==> config.mk <==
export PLATFORM = sky130hd
export DESIGN_NAME = uart_alu_top
export DESIGN_NICKNAME = d
export VERILOG_FILES = /design/src/rtl/uart_alu_pkg.sv /design/src/rtl/uart_alu_serdes_rx.sv /design/src/rtl/uart_alu_top.sv
export SDC_FILE = /design/constraint.sdc
export NUM_CORES = 1
export LEC_CHECK = 0
export BUFFER_PORTS_ARGS = -buffer_cell sky130_fd_sc_hd__buf_2
export CORE_MARGIN = 5
export CORE_UTILIZATION = 25
export DETAILED_ROUTE_END_ITERATION = 8
export HOLD_SLACK_MARGIN = 0.12
export PLACE_DENSITY = 0.38
export SKIP_LAST_GASP = 1
export SLEW_MARGIN = 20
export SYNTH_ARGS = -nofsm -noshare
export SYNTH_HDL_FRONTEND = slang
export SYNTH_SLANG_ARGS = --single-unit
==> constraint.sdc <==
create_clock -name clk -period 2.7 [get_ports clk]
set_input_delay 0.135 -clock clk [delete_from_list [all_inputs] [get_ports clk]]
set_output_delay 0.135 -clock clk [all_outputs]
set_load 0.01 [all_outputs]
==> src/rtl/uart_alu_pkg.sv <==
// uart_alu_pkg: shared opcodes, framing constants and FSM state types
// for the UART calculator and its serial sub-blocks.
package uart_alu_pkg;

   localparam int OVERSAMPLE = 16;
   localparam int DATA_BITS  = 8;

   localparam logic [5:0] OP_ADD = 6'h20;
   localparam logic [5:0] OP_SUB = 6'h22;
   localparam logic [5:0] OP_AND = 6'h24;
   localparam logic [5:0] OP_OR  = 6'h25;
   localparam logic [5:0] OP_XOR = 6'h26;
   localparam logic [5:0] OP_NOR = 6'h27;
   localparam logic [5:0] OP_SRA = 6'h03;
   localparam logic [5:0] OP_SRL = 6'h02;

   typedef enum logic [1:0] {RX_IDLE, RX_START, RX_DATA, RX_STOP} rx_state_t;
   typedef enum logic [1:0] {TX_IDLE, TX_START, TX_DATA, TX_STOP} tx_state_t;
   typedef enum logic [1:0] {GET_A, GET_B, GET_OP} col_state_t;

endpackage

==> src/rtl/uart_alu_serdes_rx.sv <==
// uart_alu_serdes_rx: 8N1 receiver, LSB first, 16x oversampled.
// A byte with a low stop bit is dropped and the line must return high
// before the next start bit is accepted.
module uart_alu_serdes_rx
   import uart_alu_pkg::*;
(
   input  logic       clk,
   input  logic       reset,
   input  logic       rx,
   input  logic       s_tick,
   output logic       rx_done,
   output logic [7:0] rx_data
);

   localparam logic [3:0] LAST_TICK = 4'(OVERSAMPLE - 1);
   localparam logic [3:0] HALF_TICK = 4'(OVERSAMPLE / 2 - 1);
   localparam logic [2:0] LAST_BIT  = 3'(DATA_BITS - 1);

   rx_state_t  state;
   logic [3:0] s_cnt;
   logic [2:0] n_cnt;
   logic [7:0] shreg;
   logic       brk;

   assign rx_data = shreg;

   // Receive state machine: mid-bit sampling, framing-error recovery via brk
   always_ff @(posedge clk) begin
      if (reset) begin
         state   <= RX_IDLE;
         s_cnt   <= '0;
         n_cnt   <= '0;
         shreg   <= '0;
         brk     <= 1'b0;
         rx_done <= 1'b0;
      end else begin
         rx_done <= 1'b0;
         case (state)
            RX_IDLE: begin
               if (!rx) begin
                  state <= RX_START;
                  s_cnt <= '0;
               end
            end
            RX_START: begin
               if (s_tick) begin
                  if (s_cnt == HALF_TICK) begin
                     s_cnt <= '0;
                     n_cnt <= '0;
                     state <= rx ? RX_IDLE : RX_DATA;
                  end else begin
                     s_cnt <= s_cnt + 4'd1;
                  end
               end
            end
            RX_DATA: begin
               if (s_tick) begin
                  if (s_cnt == LAST_TICK) begin
                     s_cnt <= '0;
                     shreg <= {rx, shreg[7:1]};
                     if (n_cnt == LAST_BIT) state <= RX_STOP;
                     else                   n_cnt <= n_cnt + 3'd1;
                  end else begin
                     s_cnt <= s_cnt + 4'd1;
                  end
               end
            end
            RX_STOP: begin
               if (brk) begin
                  if (rx) begin
                     brk   <= 1'b0;
                     state <= RX_IDLE;
                  end
               end else if (s_tick) begin
                  if (s_cnt == LAST_TICK) begin
                     s_cnt <= '0;
                     if (rx) begin
                        rx_done <= 1'b1;
                        state   <= RX_IDLE;
                     end else begin
                        brk <= 1'b1;
                     end
                  end else begin
                     s_cnt <= s_cnt + 4'd1;
                  end
               end
            end
            default: state <= RX_IDLE;
         endcase
      end
   end

endmodule

==> src/rtl/uart_alu_top.sv <==
// uart_alu_top: UART calculator. Receives A, B, opcode as 8N1 bytes and
// transmits the 8-bit ALU result. Define UART_ALU_SHIFT_OPS_EN to build
// the SRA/SRL shift opcodes; otherwise they return 0x00.
module uart_alu_top
   import uart_alu_pkg::*;
#(
   parameter int TICK_DIV = 326
) (
   input  logic clk,
   input  logic reset,
   input  logic rx,
   output logic tx
);

   localparam int         CW        = (TICK_DIV > 1) ? $clog2(TICK_DIV) : 1;
   localparam logic [3:0] LAST_TICK = 4'(OVERSAMPLE - 1);
   localparam logic [2:0] LAST_BIT  = 3'(DATA_BITS - 1);

   logic [CW-1:0] tick_cnt;
   logic          s_tick;
   logic [1:0]    rx_sync;
   logic          rx_done;
   logic [7:0]    rx_data;

   col_state_t    col_state;
   logic [7:0]    a, b;
   logic [5:0]    op;
   logic          res_valid;
   logic [7:0]    alu_out;

   logic [7:0]    result;
   logic          slot_full;
   logic          tx_start;
   logic          tx_free;

   tx_state_t     tx_state;
   logic          tx_pend;
   logic [7:0]    tx_shreg;
   logic [3:0]    tx_scnt;
   logic [2:0]    tx_ncnt;
   logic          tx_done;

   assign s_tick = (tick_cnt == CW'(TICK_DIV - 1));

   // Oversampling tick generator
   always_ff @(posedge clk) begin
      if (reset || s_tick) tick_cnt <= '0;
      else                 tick_cnt <= tick_cnt + CW'(1);
   end

   // Two-flop synchronizer on the serial input
   always_ff @(posedge clk) begin
      if (reset) rx_sync <= '1;
      else       rx_sync <= {rx_sync[0], rx};
   end

   uart_alu_serdes_rx u_rx (
      .clk     (clk),
      .reset   (reset),
      .rx      (rx_sync[1]),
      .s_tick  (s_tick),
      .rx_done (rx_done),
      .rx_data (rx_data)
   );

   // Operand collector: A, B, then opcode; flags a complete set
   always_ff @(posedge clk) begin
      if (reset) begin
         col_state <= GET_A;
         a         <= '0;
         b         <= '0;
         op        <= '0;
         res_valid <= 1'b0;
      end else begin
         res_valid <= 1'b0;
         if (rx_done) begin
            case (col_state)
               GET_A: begin
                  a         <= rx_data;
                  col_state <= GET_B;
               end
               GET_B: begin
                  b         <= rx_data;
                  col_state <= GET_OP;
               end
               GET_OP: begin
                  op        <= rx_data[5:0];
                  col_state <= GET_A;
                  res_valid <= 1'b1;
               end
               default: col_state <= GET_A;
            endcase
         end
      end
   end

   // ALU on the collected operands
   always_comb begin
      alu_out = '0;
      case (op)
         OP_ADD: alu_out = a + b;
         OP_SUB: alu_out = a - b;
         OP_AND: alu_out = a & b;
         OP_OR:  alu_out = a | b;
         OP_XOR: alu_out = a ^ b;
         OP_NOR: alu_out = ~(a | b);
`ifdef UART_ALU_SHIFT_OPS_EN
         OP_SRA: alu_out = 8'($signed(a) >>> b[2:0]);
         OP_SRL: alu_out = a >> b[2:0];
`endif
         default: alu_out = '0;
      endcase
   end

   // tx_done marks the cycle the transmitter has just gone idle
   assign tx_free = tx_done || (tx_state == TX_IDLE && !tx_pend && !tx_start);

   // Result register doubles as the single pending slot; newer results overwrite
   always_ff @(posedge clk) begin
      if (reset) begin
         result    <= '0;
         slot_full <= 1'b0;
         tx_start  <= 1'b0;
      end else begin
         tx_start <= 1'b0;
         if (res_valid) begin
            result    <= alu_out;
            slot_full <= 1'b1;
         end else if (slot_full && tx_free) begin
            tx_start  <= 1'b1;
            slot_full <= 1'b0;
         end
      end
   end

   // Transmitter: start bit aligned to the next tick, then 16 ticks per bit
   always_ff @(posedge clk) begin
      if (reset) begin
         tx_state <= TX_IDLE;
         tx_pend  <= 1'b0;
         tx_shreg <= '0;
         tx_scnt  <= '0;
         tx_ncnt  <= '0;
         tx_done  <= 1'b0;
         tx       <= 1'b1;
      end else begin
         tx_done <= 1'b0;
         case (tx_state)
            TX_IDLE: begin
               tx <= 1'b1;
               if (tx_start) begin
                  tx_pend  <= 1'b1;
                  tx_shreg <= result;
               end else if (tx_pend && s_tick) begin
                  tx_pend  <= 1'b0;
                  tx_scnt  <= '0;
                  tx       <= 1'b0;
                  tx_state <= TX_START;
               end
            end
            TX_START: begin
               if (s_tick) begin
                  if (tx_scnt == LAST_TICK) begin
                     tx_scnt  <= '0;
                     tx_ncnt  <= '0;
                     tx       <= tx_shreg[0];
                     tx_state <= TX_DATA;
                  end else begin
                     tx_scnt <= tx_scnt + 4'd1;
                  end
               end
            end
            TX_DATA: begin
               if (s_tick) begin
                  if (tx_scnt == LAST_TICK) begin
                     tx_scnt <= '0;
                     if (tx_ncnt == LAST_BIT) begin
                        tx       <= 1'b1;
                        tx_state <= TX_STOP;
                     end else begin
                        tx_ncnt  <= tx_ncnt + 3'd1;
                        tx_shreg <= {1'b0, tx_shreg[7:1]};
                        tx       <= tx_shreg[1];
                     end
                  end else begin
                     tx_scnt <= tx_scnt + 4'd1;
                  end
               end
            end
            TX_STOP: begin
               if (s_tick) begin
                  if (tx_scnt == LAST_TICK) begin
                     tx_scnt  <= '0;
                     tx_done  <= 1'b1;
                     tx_state <= TX_IDLE;
                  end else begin
                     tx_scnt <= tx_scnt + 4'd1;
                  end
               end
            end
            default: tx_state <= TX_IDLE;
         endcase
      end
   end

endmodule

==> results of run 1 <==
## metrics by stage
step / instances / setup WS [ns] / hold WS, ns / instance area (um^2) / power (mW)
after floorplan: 538 / 0.1702 / 0.2388 / 4706 / 1.448
after global placement: 757 / 0.2100 / 0.3239 / 4970 / 1.488
after detailed placement: 757 / 0.2165 / 0.3238 / 4970 / 1.488
after CTS: 774 / 0.1770 / 0.1743 / 5249 / 2.657
after global routing: 774 / 0.002568 / 0.1946 / 5256 / 2.732
final: 774 / 0.2574 / 0.1839 / 5256 / 2.606
## final timing paths
check / from / endpoint / slack (ns) / cells past startpoint
setup / recovery: op[2] / result[6] / 0.26 / 9
hold / removal: reset / slot_full / 0.18 / 2
setup reg to reg: op[2] / result[6] / 0.26 / 9
hold reg to reg: tx / tx / 0.46 / 1
## area by class of cell
cell class	instances	area, um^2	share of cell area
Tap cell	234	292.8	0.05570
Clock buffer	10	229.0	0.04356
Inverter	24	90.09	0.01714
Timing Repair Buffer	16	115.1	0.02190
Multi-Input combinational cell	399	2788	0.5303
Clock inverter	6	40.04	0.007617
Sequential cell	85	1702	0.3237
## kinds of logic (layout without fill, tap and decap cells)
logic type | after synthesis | after routing | share of synthesized area
buffers and inverters | 54 | 56 | 0.04759
DFF | 85 | 85 | 0.3616
muxes | 40 | 40 | 0.08535
xor gates and xnor gates | 21 | 21 | 0.03909
adders and majority gates | 37 | 37 | 0.09997
AOI/OAI and AO/OA | 105 | 105 | 0.1579
and+or+nand+nor | 196 | 196 | 0.2085
## power by group through the flow
stage | Combinational [mW] | Sequential [mW] | Clock [mW]
floorplan | 0.141 | 1.31 | 0
global placement | 0.176 | 1.31 | 0
detailed placement | 0.176 | 1.31 | 0
CTS | 0.178 | 1.28 | 1.20
global route | 0.199 | 1.29 | 1.25
finish | 0.174 | 1.28 | 1.15
## cells in the mapped netlist (all sizes together), types with 3 or more instances
cell type	instances	share of area
nand3	18	0.019
nand3b	3	0.0048
a211o	3	0.0056
nor3	5	0.0053
o211ai	3	0.0048
nor2	90	0.072
nor4b	3	0.0056
mux2i	39	0.083
clkbuf	21	0.017
a311oi	5	0.0093
a21oi	38	0.043
inv	24	0.019
a211oi	14	0.026
nand2b	9	0.012
xnor2	15	0.028
a22oi	5	0.0080
xor2	6	0.011
nand4b	3	0.0056
nor2b	9	0.012
or2	4	0.0053
nor3b	3	0.0058
a31oi	4	0.0053
nand4	3	0.0040
buf	9	0.011
ha	36	0.096
nand2	22	0.018
and2	6	0.0080
or3	5	0.0066
and3	3	0.0040
o21ai	14	0.015
dfxtp	85	0.36
## registers in the layout (all words and copies together), names as in the netlist, 2 cells and up, named ones only
name	cells
a	8
b	8
col_state	2
op	6
result	8
rx_sync	2
tick_cnt	9
tx_ncnt	3
tx_scnt	4
tx_shreg	8
tx_state	2
u_rx.n_cnt	3
u_rx.rx_data	8
u_rx.s_cnt	4
## per-layer routing
layer	vias up	routed length [um]	global-route usage	share of wire
met2	36	4922	0.1615	0.46
li1	1885	-	-	-
met3	15	326	0.01851	0.030
met5	-	0	0	0
met4	0	231	0.04753	0.021
met1	1737	5277	0.1439	0.49
## timing repair
item,4_1_cts,5_1_grt
setup buffers,0,0
setup endpoints to repair,0,1
hold endpoints to repair,1,0
gates resized for setup,0,1
hold buffers,1,0
==> flow_metrics.env, run 1 <==
export IMPL_dpl_hpwl_mm=7.865
export IMPL_p_leak_nw=1.934
export IMPL_drcViolationCount=0
export IMPL_n_antenna_cell=0
export IMPL_async_flop_share=0
export IMPL_cts_sinks=85
export IMPL_cp_max_fo=5
export IMPL_insertion_delay_ns=0.34
export IMPL_synth_edf_count=0
export IMPL_min_period_over_period=0.9047
export IMPL_io_pins=4
export IMPL_first_global_vias=3495
export IMPL_post_drt_wl_per_cell_um=13.90
export IMPL_crit_path_max_incr_delay_ns=0.44
export IMPL_path_class="reg2reg"
export IMPL_yosysUniqueCellTypes=62
export IMPL_crit_path_end_kind="register"
export IMPL_cts_htree_levels=3
export IMPL_clock_path_buffers=2
export IMPL_drtAntennaViolNets=0
export IMPL_synth_ff_latch_count=85
export IMPL_p_switching_uw=652.9
export IMPL_status="finished, final reports clean"
export IMPL_avgSynthCellArea_um2=8.747
export IMPL_combinationalPowerShare=0.067
export IMPL_rsz0062_at_grt="false"
export IMPL_synth_cells=538
export IMPL_setup_tns_ns=0
export IMPL_power_density_nw_per_um2=495.7
export IMPL_cts_buffers=9
export IMPL_clkPwrFrac=0.441
export IMPL_nFillCells=1977
export IMPL_die_x_um=147.2
export IMPL_seqPwrFrac=0.493
export IMPL_holdCritPathClass="in2reg"
export IMPL_startpoint_type="register"
export IMPL_crit_chain="nor3b_1, nand2_1, a21o_1, fa_1, nand2b_1, a21oi_1, o22ai_1, mux2i_1, a311oi_1"
export IMPL_dieArea_um2=21670
export IMPL_hold_violations=0
export IMPL_dr_total_vias=3673
export IMPL_grt_max_degree=47
export IMPL_rows=50
export IMPL_syn_area_um2=4706
export IMPL_grt_pass1_wl_mm=18.41
export IMPL_design_core_area_um2=18640
export IMPL_final_util=0.2819
export IMPL_ir_drop_mv=0.2335
export IMPL_die_h_um=147.2
export IMPL_path_buf_inv=0
export IMPL_drt_iter0_drc=199
export IMPL_finalSetupViolCount=0
export IMPL_vias_per_cell=4.745
export IMPL_yosysWarningCount=0
export IMPL_slew_violations=0
export IMPL_synth_main_ff_cell="dfxtp_1"
export IMPL_clkTransAtPathRegs_ns=0.06
export IMPL_fin_worst_skew_ns=0.008937
export IMPL_place_congestion=0.7625
export IMPL_crit_arrival_ns=2.69
export IMPL_final_cell_mix="nor2_1, dfxtp_1, mux2i_1"
export IMPL_timing_max_cap_violations=0
export IMPL_first_pass_iters=4
export IMPL_cts_tree="built"
export IMPL_seq_area_frac_synth=0.3616
export IMPL_layout_commonest_cell="nor2_1"
export IMPL_crit_slowest_cell="fa_1"
export IMPL_max_freq_ghz=0.4094
export IMPL_routed_wl_mm=10.76
export IMPL_cp_required_ns=2.95
export IMPL_intPower_mw=1.953
export IMPL_layout_drive_gt1_share=0.08704
export IMPL_grtUsageTotal=0.1051
export IMPL_layout_nets=575
export IMPL_synth_nets=578
export IMPL_power_share_switching=0.2506
export IMPL_cts_root_buf="clkbuf_16"
export IMPL_worstMarginPinSlew_ns=0.6519
export IMPL_io_buffers=3
export IMPL_fin_crit_ns=2.443
export IMPL_syn_to_final_growth_pct=11.70
export IMPL_slew_limit_headroom=0.5648
export IMPL_grt_antenna_before_repair=0
export IMPL_start_util=0.2524
export IMPL_cp_top_family="compound AO/OA/AOI/OAI gates"
export IMPL_gr_total_overflow=0
(Power assumes the default switching activity.)
==> run 2: changes to the inputs <==
--- a/config.mk
+++ b/config.mk
@@ -5,8 +5,9 @@
 export SDC_FILE = /design/constraint.sdc
 export NUM_CORES = 1
 export LEC_CHECK = 0
+export ABC_AREA = 1
 export BUFFER_PORTS_ARGS = -buffer_cell sky130_fd_sc_hd__buf_2
-export CORE_MARGIN = 5
+export CORE_MARGIN = 2
 export CORE_UTILIZATION = 25
 export DETAILED_ROUTE_END_ITERATION = 8
 export HOLD_SLACK_MARGIN = 0.12
==> run 2 against run 1 <==
Count of clock-buffer cells in the layout unchanged. Sequential power about the same. Cell count up 17%. Core utilization up 0.97 points. Routed wire length up 5.4%. Worst setup slack better by 0.098 ns. Global-route usage up 1.8 points. Synthesized cell count up 22%. Sequential share of layout area down 0.12 points. Critical path depth up 8. Total power up 5.0%. Highest routed layer unchanged. Largest cell class unchanged.
==> flow_metrics.env, run 2 <==
export IMPL_die_x_um=140.2
export IMPL_fin_crit_ns=2.345
export IMPL_routed_wl_mm=11.34
export IMPL_crit_chain="inv_1, ha_1, inv_1, o41ai_1, xor2_1, inv_1, ha_1, nand2_1, inv_1, a21oi_1, nand2_1, inv_1, nand2_1, nand3_1, nand2_1, nand2_1, nand2_1"
export IMPL_cp_max_fo=4
export IMPL_cts_root_buf="clkbuf_16"
export IMPL_grt_antenna_before_repair=0
export IMPL_grtUsageTotal=0.1236
export IMPL_io_pins=4
export IMPL_holdWs_ns=0.2727
export IMPL_n_antenna_cell=0
export IMPL_drcViolationCount=0
export IMPL_start_util=0.2565
export IMPL_synth_ff_latch_count=85
export IMPL_synth_cells=658
export IMPL_crit_path_end_kind="register"
export IMPL_holdCritPathClass="in2reg"
export IMPL_cts_buffers=9
export IMPL_seq_area_um2=1702
export IMPL_setup_tns_ns=0
export IMPL_final_cell_mix="nand2_1, dfxtp_1, inv_1"
export IMPL_cts_htree_levels=3
export IMPL_pre_cts_ws_ns=0.2853
export IMPL_placed_area_um2=4952
export IMPL_final_util=0.2917
export IMPL_post_place_cells=887
export IMPL_max_freq_ghz=0.4265
export IMPL_seq_area_frac_synth=0.3668
export IMPL_dieArea_um2=19660
export IMPL_async_flop_share=0
export IMPL_worstMarginPinSlew_ns=0.6790
export IMPL_ir_drop_mv=0.3320
export IMPL_cpMostUsedCell="nand2_1"
export IMPL_post_drt_wl_per_cell_um=12.54
export IMPL_synth_edf_count=0
export IMPL_drt_iter0_drc=148
export IMPL_finalSetupViolCount=0
export IMPL_final_cells=904
export IMPL_cp_required_ns=2.94
export IMPL_layout_nets=710
export IMPL_synthTopCellsByArea="dfxtp_1, nand2_1, ha_1"
export IMPL_finalInstanceArea_um2=5275
export IMPL_dpl_hpwl_mm=8.417
export IMPL_top_register="tick_cnt"
export IMPL_yosysUniqueCellTypes=40
export IMPL_first_global_vias=3984
export IMPL_min_period_over_period=0.8684
export IMPL_design_core_area_um2=18090
export IMPL_synth_top_area_cell="dfxtp_1"
export IMPL_rsz0062_at_grt="false"
export IMPL_gr_total_overflow=0
export IMPL_layout_commonest_cell="nand2_1"
export IMPL_syn_area_um2=4639
export IMPL_crit_path_max_incr_delay_ns=0.36
export IMPL_slew_violations=0
export IMPL_dr_total_vias=4008
export IMPL_status="finished, final reports clean"
export IMPL_finalPower_mw=2.736
export IMPL_cts_tree="built"
export IMPL_insertion_delay_ns=0.35
export IMPL_yosys_top_cells_count="nand2_1, dfxtp_1, inv_1"
export IMPL_crit_slowest_cell="o41ai_1"
export IMPL_slew_limit_headroom=0.5449
export IMPL_avgSynthCellArea_um2=7.051
export IMPL_crit_arrival_ns=2.59
export IMPL_clock_path_buffers=2
export IMPL_vias_per_cell=4.434
export IMPL_die_h_um=140.2
export IMPL_cts_sinks=85
export IMPL_largest_reg_flops=9
export IMPL_yosysWarningCount=0
export IMPL_p_leak_nw=2.404
export IMPL_setup_slack_ns=0.3554
export IMPL_path_class="reg2reg"
export IMPL_syn_to_final_growth_pct=13.70
export IMPL_hold_violations=0
export IMPL_synth_main_ff_cell="dfxtp_1"
export IMPL_nFillCells=1960
export IMPL_place_congestion=0.8130
export IMPL_drtAntennaViolNets=0
export IMPL_grt_pass1_wl_mm=19.42
export IMPL_io_buffers=3
export IMPL_multiInputGateArea_um2=2581
export IMPL_synth_nets=698
export IMPL_first_pass_iters=4
export IMPL_yosysTopAreaCellShare=0.3668
export IMPL_startpoint_type="register"
export IMPL_synth_most_common_cell="nand2_1"
export IMPL_power_density_nw_per_um2=518.8
export IMPL_grt_max_degree=31
export IMPL_rows=49
export IMPL_cts_setup_buffers=0
export IMPL_fin_worst_skew_ns=0.01040
export IMPL_clkTransAtPathRegs_ns=0.07
export IMPL_layout_drive_gt1_share=0.07556
export IMPL_timing_max_cap_violations=0
run 2: cells by family (layout without fill, tap and decap cells):
kind of cell	Yosys count	count (layout)	share of synthesized area
AOI/OAI and AO/OA	129	129	0.1499
xor gates and xnor gates	8	8	0.01510
adders and majority gates	37	37	0.1014
buffers and inverters	95	112	0.07794
DFF	85	85	0.3668
and+or+nand+nor	304	304	0.2888
run 2: path summary, 6_finish.rpt:
| path | start | cells after the start | slack, ns | to |
|---|---|---|---|---|
| setup reg to reg | b[1] | 17 | 0.36 | result[7] |
| hold reg to reg | rx_sync[0] | 1 | 0.41 | rx_sync[1] |
| hold / removal | reset | 2 | 0.27 | res_valid |
| setup / recovery | b[1] | 17 | 0.36 | result[7] |
run 2: power breakdown:
| group | switching [mW] | total, mW | leakage, nW | internal, mW |
|---|---|---|---|---|
| sequential | 0.0175 | 1.28 | 0.686 | 1.27 |
| combinational | 0.0909 | 0.137 | 1.57 | 0.0460 |
| clock | 0.565 | 1.31 | 0.149 | 0.750 |
run 2: timing repair:
action / in CTS / in global routing
hold buffers: 1 / 0
hold endpoints to repair: 1 / 0
endpoints found under the setup margin: 0 / 1
resized for setup: 0 / 1
run 2: layer usage:
layer / GRT usage / up-vias / share of wire
met3: 0.02256 / 12 / 0.023
met4: 0.04944 / 0 / 0.017
met2: 0.2018 / 31 / 0.44
li1: - / 2161 / -
met5: 0 / - / 0
met1: 0.1618 / 1804 / 0.52
run 2: final cells by class:
class / count / share of cell area
inverters: 86 / 0.06214
clock buffers: 10 / 0.04530
well taps: 229 / 0.05432
multi-input cells: 478 / 0.4893
repair buffers: 10 / 0.01328
flip-flops and latches: 85 / 0.3226
clock inverters: 6 / 0.01305
run 2: worst max-delay path: cells and delay by family, from the launching register on:
family | cells | cell delay [ns]
AO/OA/AOI/OAI | 2 | 0.49
XOR/XNOR | 1 | 0.19
adder cells (fa/ha/maj) | 2 | 0.48
buffers and inverters | 5 | 0.33
flip-flops | 1 | 0.32
AND/OR/NAND/NOR | 7 | 0.43
